[src/rtl/mips_instr_encoder.sv]
`default_nettype none
// ============================================================================
// Module   : mips_instr_encoder
// Purpose  : Packs a mnemonic code plus register/immediate/target fields into
//            a 32-bit MIPS instruction word, then buffers the words in a small
//            valid/ready output FIFO. Illegal requests are accepted and
//            dropped, and they set a sticky err flag.
// Options  : MIPS_ENC_FIELD_CHECK_EN - when defined, a nonzero field that the
//            selected format ignores makes the request illegal. When it is
//            not defined, such fields are forced to 0.
// Revision : 1.0 - initial release
// ============================================================================
module mips_instr_encoder #(
    parameter int DEPTH = 4,
    parameter int CNT_W = 16
) (
    input  logic             clk,
    input  logic             rst,
    input  logic             in_valid,
    output logic             in_ready,
    input  logic [4:0]       mnem,
    input  logic [4:0]       rs,
    input  logic [4:0]       rt,
    input  logic [4:0]       rd,
    input  logic [4:0]       shamt,
    input  logic [15:0]      imm,
    input  logic [25:0]      target,
    output logic             out_valid,
    input  logic             out_ready,
    output logic [31:0]      out_instr,
    output logic             err,
    output logic [CNT_W-1:0] emit_cnt
);

    localparam int           c_aw    = (DEPTH > 2) ? $clog2(DEPTH) : 1;
    localparam logic [c_aw:0] c_depth = (c_aw + 1)'(DEPTH);

`ifdef MIPS_ENC_FIELD_CHECK_EN
    localparam logic c_field_check = 1'b1;
`else
    localparam logic c_field_check = 1'b0;
`endif

    localparam logic [1:0] c_fmt_r   = 2'd0;
    localparam logic [1:0] c_fmt_i   = 2'd1;
    localparam logic [1:0] c_fmt_j   = 2'd2;
    localparam logic [1:0] c_fmt_bad = 2'd3;

    logic [1:0]  w_fmt;
    logic [5:0]  w_code;
    logic        w_keep_rs, w_keep_rt, w_keep_rd, w_keep_sh;
    logic [4:0]  w_f_rs, w_f_rt, w_f_rd, w_f_sh;
    logic [31:0] w_word;
    logic        w_ignored_nz;
    logic        w_illegal;
    logic        w_accept, w_push, w_pop;

    logic [31:0]      r_mem [DEPTH];
    logic [c_aw-1:0]  r_wr_ptr, r_rd_ptr;
    logic [c_aw:0]    r_count;
    logic             r_err;
    logic [CNT_W-1:0] r_emit_cnt;

    // Decode the mnemonic into a format, opcode/funct, and the fields it keeps
    always_comb begin
        w_fmt     = c_fmt_bad;
        w_code    = 6'h00;
        w_keep_rs = 1'b1;
        w_keep_rt = 1'b1;
        w_keep_rd = 1'b1;
        w_keep_sh = 1'b0;
        case (mnem)
            5'd0:  begin w_fmt = c_fmt_r; w_code = 6'h20; end
            5'd1:  begin w_fmt = c_fmt_r; w_code = 6'h21; end
            5'd2:  begin w_fmt = c_fmt_r; w_code = 6'h22; end
            5'd3:  begin w_fmt = c_fmt_r; w_code = 6'h23; end
            5'd4:  begin w_fmt = c_fmt_r; w_code = 6'h24; end
            5'd5:  begin w_fmt = c_fmt_r; w_code = 6'h25; end
            5'd6:  begin w_fmt = c_fmt_r; w_code = 6'h26; end
            5'd7:  begin w_fmt = c_fmt_r; w_code = 6'h27; end
            5'd8:  begin w_fmt = c_fmt_r; w_code = 6'h2A; end
            5'd9:  begin w_fmt = c_fmt_r; w_code = 6'h2B; end
            5'd10: begin w_fmt = c_fmt_r; w_code = 6'h00; w_keep_rs = 1'b0; w_keep_sh = 1'b1; end
            5'd11: begin w_fmt = c_fmt_r; w_code = 6'h02; w_keep_rs = 1'b0; w_keep_sh = 1'b1; end
            5'd12: begin w_fmt = c_fmt_r; w_code = 6'h03; w_keep_rs = 1'b0; w_keep_sh = 1'b1; end
            5'd13: begin w_fmt = c_fmt_r; w_code = 6'h04; end
            5'd14: begin w_fmt = c_fmt_r; w_code = 6'h06; end
            5'd15: begin w_fmt = c_fmt_r; w_code = 6'h07; end
            5'd16: begin w_fmt = c_fmt_r; w_code = 6'h08; w_keep_rt = 1'b0; w_keep_rd = 1'b0; end
            5'd17: begin w_fmt = c_fmt_i; w_code = 6'h08; end
            5'd18: begin w_fmt = c_fmt_i; w_code = 6'h09; end
            5'd19: begin w_fmt = c_fmt_i; w_code = 6'h0A; end
            5'd20: begin w_fmt = c_fmt_i; w_code = 6'h0B; end
            5'd21: begin w_fmt = c_fmt_i; w_code = 6'h0C; end
            5'd22: begin w_fmt = c_fmt_i; w_code = 6'h0D; end
            5'd23: begin w_fmt = c_fmt_i; w_code = 6'h0E; end
            5'd24: begin w_fmt = c_fmt_i; w_code = 6'h0F; w_keep_rs = 1'b0; end
            5'd25: begin w_fmt = c_fmt_i; w_code = 6'h23; end
            5'd26: begin w_fmt = c_fmt_i; w_code = 6'h2B; end
            5'd27: begin w_fmt = c_fmt_i; w_code = 6'h04; end
            5'd28: begin w_fmt = c_fmt_i; w_code = 6'h05; end
            5'd29: begin w_fmt = c_fmt_j; w_code = 6'h02; end
            5'd30: begin w_fmt = c_fmt_j; w_code = 6'h03; end
            default: w_fmt = c_fmt_bad;
        endcase
    end

    assign w_f_rs = w_keep_rs ? rs    : 5'd0;
    assign w_f_rt = w_keep_rt ? rt    : 5'd0;
    assign w_f_rd = w_keep_rd ? rd    : 5'd0;
    assign w_f_sh = w_keep_sh ? shamt : 5'd0;

    // Assemble the word and flag any nonzero field the format discards
    always_comb begin
        w_word       = 32'd0;
        w_ignored_nz = 1'b0;
        case (w_fmt)
            c_fmt_r: begin
                w_word       = {6'h00, w_f_rs, w_f_rt, w_f_rd, w_f_sh, w_code};
                w_ignored_nz = (w_f_rs != rs) || (w_f_rt != rt) || (w_f_rd != rd) ||
                               (w_f_sh != shamt) || (imm != 16'd0) || (target != 26'd0);
            end
            c_fmt_i: begin
                w_word       = {w_code, w_f_rs, rt, imm};
                w_ignored_nz = (w_f_rs != rs) || (rd != 5'd0) || (shamt != 5'd0) ||
                               (target != 26'd0);
            end
            c_fmt_j: begin
                w_word       = {w_code, target};
                w_ignored_nz = (rs != 5'd0) || (rt != 5'd0) || (rd != 5'd0) ||
                               (shamt != 5'd0) || (imm != 16'd0);
            end
            default: begin
                w_word       = 32'd0;
                w_ignored_nz = 1'b0;
            end
        endcase
    end

    assign w_illegal = (w_fmt == c_fmt_bad) || (c_field_check && w_ignored_nz);

    // Full blocks acceptance outright, so a same-cycle pop cannot enable a push
    assign in_ready  = (r_count != c_depth);
    assign out_valid = (r_count != '0);
    assign out_instr = out_valid ? r_mem[r_rd_ptr] : 32'd0;
    assign err       = r_err;
    assign emit_cnt  = r_emit_cnt;

    assign w_accept = in_valid && in_ready;
    assign w_push   = w_accept && !w_illegal;
    assign w_pop    = out_valid && out_ready;

    // FIFO storage; contents need no reset because occupancy gates visibility
    always_ff @(posedge clk) begin
        if (w_push) begin
            r_mem[r_wr_ptr] <= w_word;
        end
    end

    // Pointers, occupancy, sticky error and emitted-word counter
    always_ff @(posedge clk) begin
        if (rst) begin
            r_wr_ptr   <= '0;
            r_rd_ptr   <= '0;
            r_count    <= '0;
            r_err      <= 1'b0;
            r_emit_cnt <= '0;
        end else begin
            if (w_push) begin
                r_wr_ptr <= (r_wr_ptr == c_aw'(DEPTH - 1)) ? '0 : r_wr_ptr + 1'b1;
            end
            if (w_pop) begin
                r_rd_ptr   <= (r_rd_ptr == c_aw'(DEPTH - 1)) ? '0 : r_rd_ptr + 1'b1;
                r_emit_cnt <= r_emit_cnt + 1'b1;
            end
            case ({w_push, w_pop})
                2'b10:   r_count <= r_count + 1'b1;
                2'b01:   r_count <= r_count - 1'b1;
                default: r_count <= r_count;
            endcase
            if (w_accept && w_illegal) begin
                r_err <= 1'b1;
            end
        end
    end

endmodule
`default_nettype wire

[config.mk]
export PLATFORM = sky130hd
export DESIGN_NAME = mips_instr_encoder
export DESIGN_NICKNAME = d
export VERILOG_FILES = /design/src/rtl/mips_instr_encoder.sv
export SDC_FILE = /design/constraint.sdc
export NUM_CORES = 1
export LEC_CHECK = 0
export ABC_AREA = 1
export BUFFER_PORTS_ARGS = -buffer_cell sky130_fd_sc_hd__buf_4
export CAP_MARGIN = 20
export CELL_PAD_IN_SITES_DETAIL_PLACEMENT = 1
export CELL_PAD_IN_SITES_GLOBAL_PLACEMENT = 1
export CORE_ASPECT_RATIO = 0.7
export CORE_MARGIN = 2
export CORE_UTILIZATION = 46
export CTS_CLUSTER_DIAMETER = 200
export DETAILED_ROUTE_END_ITERATION = 16
export PLACE_DENSITY = 0.83
export SLEW_MARGIN = 25
export SYNTH_ARGS = -nofsm -noshare
export SYNTH_HDL_FRONTEND = slang
export SYNTH_SLANG_ARGS = --single-unit
export TNS_END_PERCENT = 10
[constraint.sdc]
create_clock -name clk -period 7.5 [get_ports clk]
set_input_delay 0.75 -clock clk [delete_from_list [all_inputs] [get_ports clk]]
set_output_delay 0.75 -clock clk [all_outputs]
set_load 0.02 [all_outputs]
* After elaboration in Yosys (flattened, before gate mapping)
Memory sizes are Yosys's and may differ from the RTL's. A register that Yosys moved wholly into a read port is not among the register bits.
Index checks and enable logic that the tools add are counted.
** Storage, ports and cells
- Register bits after elaboration :: 24
- Bits in writable memories :: 128
- Bits of input ports :: 71
- Output and inout bits :: 51
- Word-level logic and storage cells :: 85
- Memories kept :: 1
** Operators by class
- Add/subtract/negate cells :: 5
- Eq/ne operators :: 38
- Mux-type cells :: 16
- Reductions and logical operators :: 20
** Memories
- r_mem :: words 4, bits a word 32, read ports 1, clocked after memory_dff 1, write ports 1, line 58 : logic [31:0] r_mem [DEPTH];
** Operators by type and width (count)
- 6-bit case mux with 24 select lines :: 1
- 32-bit case mux with 3 select lines :: 1
- 5-bit equality test, second input constant :: 15
- 5-bit by 4-bit equality test with 1-bit output, second input constant :: 8
- 32-bit 2-to-1 mux :: 1
- 5-bit by 3-bit equality test with 1-bit output, second input constant :: 4
- 5-bit 2-to-1 mux :: 4
- 17-bit OR reduction :: 1
- 16-bit by 1-bit adder with 16-bit output, second input constant :: 1
- 2-bit OR reduction :: 7
- 12-bit OR reduction :: 1
- 2-bit equality test, second input constant :: 5
- 5-bit by 2-bit equality test with 1-bit output, second input constant :: 2
- 2-bit 2-to-1 mux :: 4
- 2-bit case mux with 3 select lines :: 1
- 3-bit case mux with 2 select lines :: 1
- 5-bit by 1-bit equality test with 1-bit output, second input constant :: 1
- 5-bit zero test :: 1
- 2-bit by 1-bit adder with 2-bit output, second input constant :: 2
- 2-bit by 1-bit equality test with 1-bit output, second input constant :: 2
- 1-bit logical AND :: 4
- 4-bit OR reduction :: 1
- 3-bit by 1-bit adder with 3-bit output, second input constant :: 1
- 1-bit 2-to-1 mux :: 3
- 7 further kinds :: 7

* Longest topological paths before layout
- Depth in word-level cells :: 8
- Mapped depth :: 16
- Depth with buffers taken out :: 16

* Worst setup path after synthesis
Ideal clock, no wire load.
- Path type :: input to register
- From :: input mnem[3]
- To :: memory r_mem[3][0], enable pin
- Library setup time :: 419 ps
- Arrival :: 2990 ps
- Required time :: 7081 ps
- Slack :: 4091 ps
- Cell stages on the path :: 9
- Path buffers :: 1
- Path through :: buf_2 nand2_2 inv_2 nand2_1 nor2_4 nor3_2 nand3_2 nand2_2 nor2_1
** On the way
- Longest elaborated chain between the ends :: 8
- Elaborated cells on any way between the ends :: 40
- Those cells by class :: eq/ne (31); mux (3); reduce/logical (6)
** RTL lines
- start, declared :: line 21 : input logic [4:0] mnem,
- 5-bit equality test, or another cell as far along :: line 72 : case (mnem)
- 17-bit OR reduction (no line), or another cell as far along
- 2-bit case mux with 3 select lines (*) :: line 72
- 2-bit equality test (*) :: line 140 : assign w_illegal = (w_fmt == c_fmt_bad) || (c_field_check && w_ignored_nz);
- 1-bit zero test (*) :: line 150 : assign w_push = w_accept && !w_illegal;
- 1-bit logical AND (*) :: line 150
- 1-bit 2-to-1 mux (*) :: line 155 : if (w_push) begin
- 1-bit 2-to-1 mux (implied by the code) (*) :: line 156 : r_mem[r_wr_ptr] <= w_word;
- end, declared :: line 58
Mark *: on every way between the ends. The rest lies on a longest branch, timed or not.

==> flow_metrics.tcl <==
set metrics [dict create \
    run_status "completed" \
    period_minus_slack_ps 3550 \
    holdWs_ps 467 \
    synth_top_cell_by_area "edfxtp_1" \
    crit_type "reg2out" \
    grt_pass1_wl_um 34000 \
    finalCritPeriodShare 0.473 \
    cp.depth 7 \
    dieWidth_um 151 \
    internal_power_uw 1870 \
    final_common_cell "nor2_1" \
    switching_power_uw 1130 \
    grt.total_usage 0.286 \
    grt_antenna_before_repair 0 \
    slew_violations 0 \
    grt_overflow 0 \
    drc_errors 0 \
    cp.arrival_ps 2800 \
    yosysTopAreaCellShare 0.533 \
    critical_path.top_delay_family "buffers and inverters" \
    io_pins 122 \
    clkPwrFrac 0.304 \
    postCtsSetupBuffers 0 \
    post_drt_wl_per_cell_um 21.3 \
    cts_max_level 4 \
    cp_slowest_stage_delay_ps 430 \
    power_frac_seq 0.342 \
    post_cts_resize_count 0 \
    grt_pass1_vias 6158 \
    switching_share 0.377 \
    comb_power_share 0.354 \
    numCtsBuffers 17 \
    cp_max_fo 32 \
    initial_utilization 0.473 \
    cts_hold_buf 0 \
    vias 5898 \
    core_um2 14800 \
    yosys_register_bits 150 \
    yosysUniqueCellTypes 38 \
    cpMostUsedCell "buf_4" \
    wl_um 22400 \
    report.final.setup_viol 0 \
    fillers 1652 \
    cp_data_required_time_ps 6750 \
    drv_cap 0 \
    crit_chain "buf_4 -> inv_1 -> buf_4 -> nor2_1 -> o21ai_0 -> a21oi_1 -> buf_4" \
    p_total_uw 3000 \
    drt-pass1-iter-count 5 \
    ys_warn_count 0 \
    io_buffers 120 \
    worst-path-buf-inv 4 \
    clk_path_buf_depth 2 \
    power_density_nw_per_um2 342 \
    yosysSeqAreaShare 0.607 \
    drt_iter0_drc 508 \
    synth_nets 813 \
    tightest_slew_ps 979 \
    area_growth_pct 25.3 \
    hold_class "reg2reg" \
    finClkSkew_ps 9.42 \
    via_per_inst 5.60 \
    rsz0062_at_grt "no" \
    cellLeakagePower_uw 0.00346 \
    syn_area_um2 6990 \
    rows 37 \
    nets 924 \
    postRouteAntennaNets 0 \
    synth_cells 734 \
    hpwlAfterDp_um 14600 \
    die-area_um2 16200 \
    reg2reg_slack_ps 4970 \
    maxSlewHeadroom 0.346 \
    diodes 0 \
    insertion_delay_ps 430 \
    grt_start_max_net_pins 64 \
    routabilityCongestion 0.905 \
    ys.flop_type "edfxtp_1" \
    final_cells 1053 \
    async_flop_share 0 \
    cts_tree "done" \
    finalSetupTns_ps 0 \
    final_cell_mix "nor2_1 (165), buf_4 (124), edfxtp_1 (124), nand2_1 (97), o21ai_0 (75)" \
    clk_transition_reported_paths_ps 70 \
    drive_gt1_frac 0.227 \
    ir_worst_vdd_v 0.000182 \
    end_kind "primary output" \
    synth.area.top_cells "edfxtp_1 (53%), nor2_1 (9.1%), dfxtp_1 (7.4%)" \
    syn-mean-instance-area_um2 9.52 \
    ff2ff_path_depth 11 \
    numClockSinks 150 \
    cts_root_buf "clkbuf_16" \
    fp.dieH_um 107 \
    startpoint_type "flip-flop" \
    hold_viol 0 \
    dp.cells 1019 \
    holdPathStages 2 \
    max_freq_mhz 282 \
    slowest_stage "inv_1" \
    synth-edff-count 124 \
]
-- synthesized netlist by cell type, types with 2 or more instances --
| cell type | instances |
|---|---|
| a211oi_1 | 2 |
| a21oi_1 | 52 |
| a22oi_2 | 9 |
| buf_1 | 3 |
| buf_2 | 5 |
| buf_4 | 2 |
| buf_6 | 2 |
| clkbuf_1 | 24 |
| dfxtp_1 | 26 |
| edfxtp_1 | 124 |
| ha_1 | 7 |
| inv_1 | 43 |
| inv_2 | 6 |
| nand2_1 | 97 |
| nand2_2 | 5 |
| nand3_1 | 34 |
| nand3_2 | 2 |
| nand4_1 | 8 |
| nor2_1 | 169 |
| nor2_2 | 2 |
| nor2_4 | 2 |
| nor3_1 | 7 |
| nor3b_1 | 2 |
| o21ai_0 | 75 |
| o21ai_1 | 12 |
| o31ai_1 | 2 |
-- routing by layer --
layer	GRT usage	share of wire	routed length (um)
met3	0.0494	0.052	1150
met2	0.452	0.48	10700
met4	0.112	0.025	559
met5	0	0	0
met1	0.396	0.45	10000
-- worst paths after layout --
| kind | end | start |
|---|---|---|
| setup / recovery | out_instr[20] | flip-flop |
| hold / removal | err | err |
| setup reg to reg | r_count[2] | r_count[1] |
| hold reg to reg | err | err |
-- power groups by stage --
stage / logic, uW / clock network (uW) / registers (uW)
global route: 1150 / 944 / 1030
detailed placement: 1030 / 0 / 1040
global placement: 982 / 0 / 1030
CTS: 1050 / 914 / 1020
finish: 1060 / 912 / 1020
floorplan: 610 / 0 / 1040
-- layout make-up --
type	count	area (um2)	share of cell area
Clock inverter	15	196	0.0224
Multi-Input combinational cell	499	2420	0.277
Tap cell	195	244	0.0279
Sequential cell	150	4250	0.485
Inverter	49	184	0.0210
Timing Repair Buffer	128	1030	0.118
Clock buffer	17	425	0.0486
-- metrics by stage --
step | instance area [um2] | util | setup slack (ps)
global route | 8750 | 0.593 | 3810
CTS | 8700 | 0.589 | 3970
finish | 8750 | 0.593 | 3950
global placement | 8030 | 0.544 | 3920
floorplan | 6990 | - | 4090
detailed placement | 8080 | 0.547 | 3840
-- kinds of logic after synthesis --
group,after synthesis,share of synthesized area
AND/OR/NAND/NOR,332,0.199
other,1,0.000537
flip-flops,150,0.607
XOR/XNOR,1,0.00125
buffers and inverters,85,0.0498
adder cells (fa/ha/maj),8,0.0154
AO/OA/AOI/OAI,157,0.127
-- registers in the layout (all words and copies together) (netlist names), named ones only --
signal / cells
r_count: 3
err: 1
r_mem: 124
emit_cnt: 16
r_rd_ptr: 2
r_wr_ptr: 2
-- worst min-delay path: cells and delay by family, from the launching register on --
| kind | cells | cell delay, ps |
|---|---|---|
| AO/OA/AOI/OAI | 1 | 50 |
| buffers and inverters | 1 | 50 |
| flip-flops | 1 | 320 |
Power figures use the tool's default switching activity.
